**config.mk**
```make
export PLATFORM = sky130hd
export DESIGN_NAME = clint_timer
export DESIGN_NICKNAME = d
export VERILOG_FILES = /design/src/rtl/clint_timer_pkg.sv /design/src/rtl/clint_timer_prescaler.sv /design/src/rtl/clint_timer.sv
export SDC_FILE = /design/constraint.sdc
export NUM_CORES = 1
export LEC_CHECK = 0
export BUFFER_PORTS_ARGS = -buffer_cell sky130_fd_sc_hd__clkbuf_2
export CAP_MARGIN = 20
export CORE_MARGIN = 1.5
export CORE_UTILIZATION = 50
export CTS_BUF_LIST = sky130_fd_sc_hd__clkbuf_8
export CTS_CLUSTER_DIAMETER = 150
export DETAILED_ROUTE_END_ITERATION = 8
export GPL_TIMING_DRIVEN = 0
export PLACE_DENSITY = 0.8
export SETUP_SLACK_MARGIN = 0.2
export SYNTH_ARGS = -nofsm -noshare
export SYNTH_HDL_FRONTEND = slang
export SYNTH_SLANG_ARGS = --single-unit
```
**constraint.sdc**
```tcl
create_clock -name clk_i -period 5.3 [get_ports clk_i]
set_input_delay 0.265 -clock clk_i [delete_from_list [all_inputs] [get_ports clk_i]]
set_output_delay 0.265 -clock clk_i [all_outputs]
set_load 0.01 [all_outputs]
```
**src/rtl/clint_timer_pkg.sv**
```systemverilog
// Shared address map for the SoC slaves plus small helpers used by the CLINT timer.
package clint_timer_pkg;

    localparam logic [31:0] BASERAM_BASE      = 32'h8000_0000;
    localparam logic [31:0] CLINT_BASE        = 32'h0200_0000;

    localparam logic [15:0] CLINT_MSIP        = 16'h0000;
    localparam logic [15:0] CLINT_MTIMECMP_LO = 16'h4000;
    localparam logic [15:0] CLINT_MTIMECMP_HI = 16'h4004;
    localparam logic [15:0] CLINT_MTIME_LO    = 16'hBFF8;
    localparam logic [15:0] CLINT_MTIME_HI    = 16'hBFFC;

    function automatic logic [31:0] byte_merge(input logic [31:0] old_dat,
                                               input logic [31:0] wr_dat,
                                               input logic [3:0]  sel);
        logic [31:0] res;
        res = old_dat;
        for (int i = 0; i < 4; i++) begin
            if (sel[i]) res[i*8 +: 8] = wr_dat[i*8 +: 8];
        end
        return res;
    endfunction

endpackage

```
**src/rtl/clint_timer_prescaler.sv**
```systemverilog
// Free-running divider: counts 0..DIV-1, tick_o high in the cycle it wraps.
// Combinational tick, so DIV=1 yields a tick every cycle; no backpressure.
module clint_prescaler #(
    parameter int DIV = 10
) (
    input  logic clk_i,
    input  logic rst_ni,
    output logic tick_o
);

    localparam int W = (DIV > 1) ? $clog2(DIV) : 1;

    logic [W-1:0] cnt_q;

    assign tick_o = (cnt_q == W'(DIV - 1));

    always_ff @(posedge clk_i or negedge rst_ni) begin
        if (!rst_ni) begin
            cnt_q <= '0;
        end else if (tick_o) begin
            cnt_q <= '0;
        end else begin
            cnt_q <= cnt_q + W'(1);
        end
    end

endmodule

```
**src/rtl/clint_timer.sv**
```systemverilog
// RISC-V CLINT (msip, mtime, mtimecmp) on a Wishbone slave; ack one cycle after accept.
// No stalls: a request is taken whenever ack is low, so back-to-back requests alternate.
module clint_timer
    import clint_timer_pkg::*;
#(
    parameter int CLK_FREQ  = 10_000_000,
    parameter int TICK_FREQ = 1_000_000
) (
    input  logic        clk_i,
    input  logic        rst_ni,
    input  logic        wb_cyc_i,
    input  logic        wb_stb_i,
    input  logic        wb_we_i,
    input  logic [31:0] wb_adr_i,
    input  logic [31:0] wb_dat_i,
    input  logic [3:0]  wb_sel_i,
    output logic        wb_ack_o,
    output logic [31:0] wb_dat_o,
    output logic        timer_irq_o,
    output logic        soft_irq_o
);

    localparam int TICK_DIV = CLK_FREQ / TICK_FREQ;

    logic        tick;
    logic        accept;
    logic        wr;
    logic [15:0] offset;
    logic        unused_adr;

    logic [63:0] mtime_q, mtime_d;
    logic [63:0] mtimecmp_q, mtimecmp_d;
    logic        msip_q;
    logic        ack_q;
    logic [31:0] rd_dat_q;
    logic [31:0] rdata;
    logic        irq_q;

    clint_prescaler #(.DIV(TICK_DIV)) u_prescaler (
        .clk_i  (clk_i),
        .rst_ni (rst_ni),
        .tick_o (tick)
    );

    assign accept     = wb_cyc_i && wb_stb_i && !ack_q;
    assign wr         = accept && wb_we_i;
    assign offset     = {wb_adr_i[15:2], 2'b00};
    assign unused_adr = ^{wb_adr_i[31:16], wb_adr_i[1:0]};

    // A software write to either mtime half takes priority and swallows that cycle's tick.
    always_comb begin
        mtime_d    = mtime_q;
        mtimecmp_d = mtimecmp_q;
        if (wr && offset == CLINT_MTIME_LO) begin
            mtime_d[31:0] = byte_merge(mtime_q[31:0], wb_dat_i, wb_sel_i);
        end else if (wr && offset == CLINT_MTIME_HI) begin
            mtime_d[63:32] = byte_merge(mtime_q[63:32], wb_dat_i, wb_sel_i);
        end else if (tick) begin
            mtime_d = mtime_q + 64'd1;
        end
        if (wr && offset == CLINT_MTIMECMP_LO) begin
            mtimecmp_d[31:0] = byte_merge(mtimecmp_q[31:0], wb_dat_i, wb_sel_i);
        end else if (wr && offset == CLINT_MTIMECMP_HI) begin
            mtimecmp_d[63:32] = byte_merge(mtimecmp_q[63:32], wb_dat_i, wb_sel_i);
        end
    end

    always_comb begin
        rdata = '0;
        case (offset)
            CLINT_MSIP:        rdata = {31'd0, msip_q};
            CLINT_MTIMECMP_LO: rdata = mtimecmp_q[31:0];
            CLINT_MTIMECMP_HI: rdata = mtimecmp_q[63:32];
            CLINT_MTIME_LO:    rdata = mtime_q[31:0];
            CLINT_MTIME_HI:    rdata = mtime_q[63:32];
            default:           rdata = '0;
        endcase
    end

    always_ff @(posedge clk_i or negedge rst_ni) begin
        if (!rst_ni) begin
            mtime_q    <= '0;
            mtimecmp_q <= '1;
            msip_q     <= 1'b0;
            ack_q      <= 1'b0;
            rd_dat_q   <= '0;
            irq_q      <= 1'b0;
        end else begin
            mtime_q    <= mtime_d;
            mtimecmp_q <= mtimecmp_d;
            if (wr && offset == CLINT_MSIP && wb_sel_i[0]) begin
                msip_q <= wb_dat_i[0];
            end
            ack_q    <= accept;
            // Only loaded on accept, so the bus reads zero whenever ack is low.
            rd_dat_q <= (accept && !wb_we_i) ? rdata : 32'd0;
            irq_q    <= (mtime_q >= mtimecmp_q);
        end
    end

    assign wb_ack_o    = ack_q;
    assign wb_dat_o    = rd_dat_q;
    assign timer_irq_o = irq_q;
    assign soft_irq_o  = msip_q;

endmodule
```
==> results of run 1 <==
==> worst paths after layout <==
check / from / to / slack (ns) / cells after the start
worst min-delay path: wb_dat_i[18] / mtime_q[18] / 0.07 / 3
max in group asynchronous: rst_ni / mtimecmp_q[2] / 4.05 / 3
worst min register to register: mtimecmp_q[50] / mtimecmp_q[50] / 0.51 / 2
worst max-delay path: mtime_q[0] / mtime_q[42] / 1.79 / 9
worst max register to register: mtime_q[0] / mtime_q[42] / 1.79 / 9
min in group asynchronous: rst_ni / wb_dat_o[28] / 0.34 / 2
==> layout make-up <==
cell class              count  share of cell area (%)
plain buffers              61                    2.00
clock buffers              18                    2.11
clock inverters            14                    1.59
inverters                  77                    2.46
multi-input cells         825                    48.6
flip-flops and latches    167                    36.2
well taps                 270                    2.87
repair buffers             89                    4.18
==> timing repair <==
| item | CTS | global route |
|---|---|---|
| hold endpoints to repair | 47 | 0 |
| setup buffers | 0 | 0 |
| hold buffers | 3 | 0 |
==> through the flow <==
stage	setup WS, ns	instances	power, mW	util, %
final	1.79	1521	2.41	57.5
after floorplan	2.75	1130	1.32	-
after CTS	1.98	1521	2.42	57.5
after global placement	0.911	1485	1.39	55.1
after detailed placement	2.01	1486	1.40	55.3
after global routing	1.75	1521	2.48	57.5
==> critical path, delay by kind of cell (launching register included) <==
kind | cells | cell delay, ns
and+or+nand+nor | 4 | 1.39
buffers and inverters | 2 | 0.80
DFF | 1 | 0.52
AOI/OAI and AO/OA | 2 | 0.39
adders and majority gates | 1 | 0.29
==> routing by layer <==
metal  wire length [um]  track usage (%)
met5                  0                0
met4               2030             18.8
met3               3800             7.72
met2              16400             52.9
met1              14500             44.9
==> cell families (layout without fill, tap and decap cells) <==
logic type / Yosys count / count (layout) / share of synthesized area, %
compound gates: 325 / 325 / 20.2
flops: 167 / 167 / 40.6
buf+inv: 138 / 259 / 5.00
simple gates: 340 / 340 / 16.3
fa+ha+maj: 65 / 65 / 7.75
mux: 94 / 94 / 10.1
xor+xnor: 1 / 1 / 0.0835
==> layout by cell type, fill, tap and decap left out, drive strengths merged, types with 5 or more instances in the layout <==
cell     instances
ha              65
clkbuf         157
o21ai           49
or2              5
nand4           45
buf              8
nand2           94
and3            11
or3              6
o31ai           14
mux2            92
a2bb2oi          5
a211oi           6
nand3           52
nor4            16
o22ai           17
o41ai            7
a222oi          16
a22oi           16
a31oi            5
o22a            14
dfrtp          103
inv             84
and4             6
a21oi          127
dfstp           64
nor3            18
a21o            11
nor2            65
==> where the power goes <==
part	switching, mW	internal, mW	total (mW)
sequential	0.000709	1.28	1.28
combinational	0.0723	0.0269	0.0992
clock	0.544	0.493	1.04
total	0.617	1.80	2.41
==> sequential cells by signal, indices dropped and copies added (netlist names) <==
| name | count |
|---|---|
| u_prescaler.cnt_q | 4 |
| mtimecmp_q | 64 |
| mtime_q | 64 |
| wb_ack_o | 1 |
| timer_irq_o | 1 |
| soft_irq_o | 1 |
| wb_dat_o | 32 |
==> results list, run 1 <==
* Run status: complete, no violations
* Iter 0 DRT Violations: 1195
- After detailed routing, the number of remaining DRC violations is 0.
* N_diodes: 0
- Cell Pwr Density: between 200 and 250 nW/um^2
* EDFF count, synth: 0
- Final routed wirelength across all metal layers: 36700 um
- Standard cell with the maximum stage delay on the critical path: sky130_fd_sc_hd__nor4_1
- In this run the static leakage power is 4.91 nW.
* CP Capture Type: flip-flop
* Dominant synthesized flop cell: sky130_fd_sc_hd__dfrtp_1
* Crit share post-route: 66.3%
- Entering global routing, the biggest net connects 93 pins.
- Gates resized, CTS repair: 0
- STA puts the critical path data required time at roughly 5.7 ns.
* All-Layer GR Usage: 34.3%
- Instance area after placement: ~11000 sq um
* Number of vias in the routed layout: 10.1k
- Horizontal die dimension: 148 um
- TritonCTS built the clock tree.
- For this configuration, the core starts out at a cell density of 51.4%.
- Max_slew headroom: 9.61%
- Summing all flip-flop and latch instances after layout gives about 4300 sq um.
- Area contributors post-synth: sky130_fd_sc_hd__dfrtp_1, sky130_fd_sc_hd__dfstp_2, sky130_fd_sc_hd__mux2_2
* Synth warn: 0
- For this run, the detailed router's first-pass iteration total came to 7.
- The number of nets handed over by synthesis was 1268.
* Remaining global-route overflow: 0
* I/O pin total: roughly 110
- Setup repair after global routing left no endpoint under its margin.
* Full die area: 21900 sq um
* Most common cell in the synthesized netlist: sky130_fd_sc_hd__a21oi_1
- Worst Path Arrival: 3.89 ns
* Max-cap violation count: 0
- Root cell of the clock tree: sky130_fd_sc_hd__clkbuf_8
- The synthesized design spends more area on one cell type than any other, namely sky130_fd_sc_hd__dfrtp_1.
- Slew of the pin with the lowest slew margin: 1.35 ns
* Upper clock frequency limit: 0.285 GHz
- In this run the core area contains 52 standard-cell rows.
* Hold Path Class: in -> reg
* Number of CTS-inserted buffers: 17
* Number of distinct standard cells referenced by the synthesized netlist: roughly 70
- Maximum fanout encountered on the critical timing path: 10
- After clock tree synthesis, the clock-pin slew on the worst setup and hold paths is ~0.09 ns.
- The number of antenna violations at the first check in global routing came to 0.
- H-tree levels: 4
- By count the netlist is led by sky130_fd_sc_hd__a21oi_1, sky130_fd_sc_hd__dfrtp_1, sky130_fd_sc_hd__nand2_1, sky130_fd_sc_hd__mux2_2, sky130_fd_sc_hd__inv_1.
- Worst Clk Skew: roughly 0.019 ns
- At the end of routability-driven placement, the weighted congestion stood at slightly above 1.
- Synthesized netlist cell count: 1130
- Setup violations remaining at the end of the flow were counted as 0.
- The critical path goes through ha_1, nand3_1, or2_1, clkbuf_1, nor4_1, clkbuf_1, nand3_1, o22a_1, a2bb2oi_1.
* Startpoint kind of the worst setup timing path: flip-flop
- Buffers placed on the I/O ports in this run total 85.
* #FFs+latches synth: 167
- Slew Limit Fails: 0
- In the final design database the tool counted 1376 nets.
- The die is 148 um tall.
- Via density per instance: 6.66
- The detail route stage leaves a number of antenna-violating nets equal to 0.
- Number of global-route vias before repair: 9969
- DPL Wire Length: 26400 um
- At the later pin of the worst-skew pair, clock insertion delay measures 0.49 ns.
- For the final routed database, the setup TNS stands at 0 ns.
* Post-synthesis async set-or-reset flop share: 100%
* Final std cell area, no fill: 11800 sq um
* First-pass GRT wire length: 56500 um
- WS Path Type: reg -> reg
- The floorplan step defined a core boundary enclosing 20400 sq um.
- Wire length per cell after detailed routing: 24.1 um
* Post-Route Hold Slack: 0.0679 ns
- Largest stage delay on the critical path: 0.69 ns
* Fill cells: between 1.5k and 2k
* IR drop worst, VDD: 0.000182 V
- Synthesized cell area: 10500 sq um
* Area added between synthesis and finish: 12.0%
- Fraction of the yosys area taken by sequential cells: 40.6%
* Min cycle time layout: about 3.5 ns
- Clock tree buffer depth: 2
* Yosys top cell area share: 24.6%
* Final hold vios: 0
* Total clock sinks: ~170
- Synth Area per Inst: 9.29 sq um
* Layout cells sized above 1: between 20% and 30%
- Multi-input gate area: around 5700 sq um
No activity file was read; power rests on OpenSTA's default activity.
==> run 2: changes to the inputs <==
==> constraint.sdc (replaced) <==
create_clock -name clk_i -period 3.6 [get_ports clk_i]
set_input_delay 0.18 -clock clk_i [delete_from_list [all_inputs] [get_ports clk_i]]
set_output_delay 0.18 -clock clk_i [all_outputs]
set_load 0.01 [all_outputs]
==> run 2 against run 1 <==
  * Clock skew increased by 0.00087 ns
  * Largest power group unchanged
  * Global-route usage increased by 0.13 points
  * Clock-buffer cell count unchanged
  * Critical path type unchanged
  * Die area unchanged
  * Critical endpoint unchanged
==> results list, run 2 (same netlist as run 1, synthesis figures left out) <==
- Slew of the pin with the lowest slew margin: 1.29 ns (was 1.35 ns)
- The total instance count after detailed placement came to 1486 (unchanged).
- The boundary pin count is 108 (unchanged).
* Post-Route Hold Slack: 0.0172 ns (was 0.0679 ns)
- The total power of the final layout is 3.57 mW (was 2.41 mW).
* # Post-CTS Setup Buffers: 0 (unchanged)
* Number of failing setup endpoints in the final timing report: 0 (unchanged)
- Worst Clk Skew: 0.0202 ns (was 0.0193 ns)
- Number of global-route vias before repair: 10.0k (was 9969)
* Standard-cell rows: 52 (unchanged)
- Number of CTS-inserted buffers: 17 (unchanged)
* IR drop worst, VDD: 0.000268 V (was 0.000182 V)
- The initial DRC count came to 1197 (was 1195).
* Run status: complete, no violations (unchanged)
- The routed wire length was 36900 um (was 36700 um).
* Clock tree buffer depth: 2 (unchanged)
* Maximum fanout encountered on the critical timing path: 10 (unchanged)
- The number of search-and-repair iterations in the first detailed-routing pass came to 5 (was 7).
- Initial Util: 51.4% (unchanged)
- Chip Height: 148 um (unchanged)
- Crit share post-route: 92.6% (was 66.3%)
- The clock sink total is 167 (unchanged).
- Final std cells w/o fill: 1537 (was 1521)
- Layout cells sized above 1: 23.4% (was 23.7%)
* Largest stage delay on the critical path: 0.71 ns (was 0.69 ns)
* Horizontal die dimension: 148 um (unchanged)
- The final critical-path required period came to 3.33 ns (was 3.51 ns).
* Setup TNS: 0 ns (unchanged)
* First-pass GRT wire length: 56700 um (was 56500 um)
- H-tree levels: 4 (unchanged)
- Root cell of the clock tree: sky130_fd_sc_hd__clkbuf_8 (unchanged)
* All-Layer GR Usage: 34.5% (was 34.3%)
- Standard cell with the maximum stage delay on the critical path: sky130_fd_sc_hd__nor4_1 (unchanged)
- Weighted congestion reported at the end of routability-driven placement: 1.02 (unchanged)
- Cells along the critical path: ha_1, nand3_1, or2_1, clkbuf_1, nor4_1, clkbuf_2, nand3_1, o22a_1, a2bb2oi_1 (was ha_1, nand3_1, or2_1, clkbuf_1, nor4_1, clkbuf_1, nand3_1, o22a_1, a2bb2oi_1).
* Clock edge transition at the registers on the reported setup and hold paths: 0.10 ns (was 0.09 ns)
- The arrival time at the worst endpoint is 3.71 ns (was 3.89 ns).
- The number of maximum-capacitance constraint violations was 0 (unchanged).
- Core Area: 20400 sq um (unchanged)
* Startpoint kind of the worst setup timing path: flip-flop (unchanged)
* DPL Wire Length: 26400 um (unchanged)
- Via density per instance: 6.64 (was 6.66)
- The most common cell after layout, fill and taps aside is sky130_fd_sc_hd__a21oi_1 (unchanged).
- CP Capture Type: flip-flop (unchanged)
- The highest achievable clock rate is 0.300 GHz (was 0.285 GHz).
- DRC: 0 (unchanged)
- The via count came to 10.2k (was 10.1k).
- Wire length per cell after detailed routing: 24.0 um (was 24.1 um)
- Buffers on Ports: 85 (unchanged)
- The headroom to the max-slew limit was 13.6% (was 9.61%).
- By instance count, the cell type seen most on the critical path is sky130_fd_sc_hd__nand3_1.
- The static leakage was 4.98 nW (was 4.91 nW).
- The number of max-slew violations in the final report came to 0 (unchanged).
- Antenna violations before repair: 0 (unchanged)
* Full die area: 21900 sq um (unchanged)
* Critical path required time: 3.97 ns (was 5.67 ns)
- Area added between synthesis and finish: 13.6% (was 12.0%)
* Largest net degree at the start of global routing: 93 (unchanged)
- Latest clock arrival within the worst-skew pair: 0.49 ns (about the same)
- Commonest cells after routing, fill and taps aside: sky130_fd_sc_hd__a21oi_1, sky130_fd_sc_hd__dfrtp_1, sky130_fd_sc_hd__nand2_1, sky130_fd_sc_hd__mux2_2, sky130_fd_sc_hd__clkbuf_2 (unchanged).
- Hold Path Class: in -> reg (unchanged)
- WS Path Type: reg -> reg (unchanged)
- Cell Pwr Density: 300 nW/um^2 (was 205 nW/um^2)
* Unrepaired setup endpoints after global routing: no (unchanged)
* Remaining global-route overflow: 0 (unchanged)
- Net total in the final layout: 1392 (was 1376)
- The number of nets still failing antenna checks after routing is 0 (unchanged).
- The count of final hold-check violations was 0 (unchanged).
- The number of antenna diodes is 0 (unchanged).
- The CTS tree was done (unchanged).
## run 2: worst max-delay path: cells and delay by family (launching register included)
family	cells	cell delay [ns]
simple gates	4	1.34
flops	1	0.52
compound gates	2	0.39
buf+inv	2	0.66
fa+ha+maj	1	0.29
## run 2: what timing repair did
| item | in CTS | in global routing |
|---|---|---|
| hold buffers | 19 | 0 |
| gates resized for setup | 0 | 2 |
| setup endpoints to repair | 0 | 5 |
| hold endpoints to repair | 71 | 0 |
## run 2: metal layers
metal / global-route usage (%) / routed length, um
met4: 18.9 / 1960
met5: 0 / 0
met3: 7.72 / 3740
met1: 45.0 / 14700
met2: 53.2 / 16500
## run 2: final cells by class
type	instances	area, sq um
Clock buffer	18	248
Fill cell	1817	8510
Inverter	77	289
Multi-Input combinational cell	825	5710
Clock inverter	14	186
Sequential cell	167	4260
Timing Repair Buffer	105	652
Buffer	61	236
Tap cell	270	338
## run 2: power breakdown
part | switching (mW) | internal (mW) | total [mW] | leakage [nW]
logic | 0.109 | 0.0508 | 0.160 | 2.69
registers | 0.00104 | 1.88 | 1.88 | 2.07
clock network | 0.807 | 0.726 | 1.53 | 0.219
## run 2: path summary, 6_finish.rpt
check / start / end / slack [ns] / cells after the start
min in group asynchronous: rst_ni / wb_dat_o[28] / 0.25 / 2
max in group asynchronous: rst_ni / mtimecmp_q[42] / 2.43 / 3
max: mtime_q[0] / mtime_q[42] / 0.27 / 9
max reg2reg: mtime_q[0] / mtime_q[42] / 0.27 / 9
min: wb_dat_i[28] / mtime_q[28] / 0.02 / 3
min reg2reg: mtimecmp_q[50] / mtimecmp_q[50] / 0.50 / 2
## run 2: metrics by stage
stage | setup slack [ns] | util, % | instance area, sq um
after floorplan | 1.05 | - | 10500
after global placement | -0.704 | 55.1 | 11300
after detailed placement | 0.310 | 55.3 | 11300
after CTS | 0.278 | 58.3 | 11900
after global routing | 0.273 | 58.3 | 11900
final | 0.268 | 58.3 | 11900
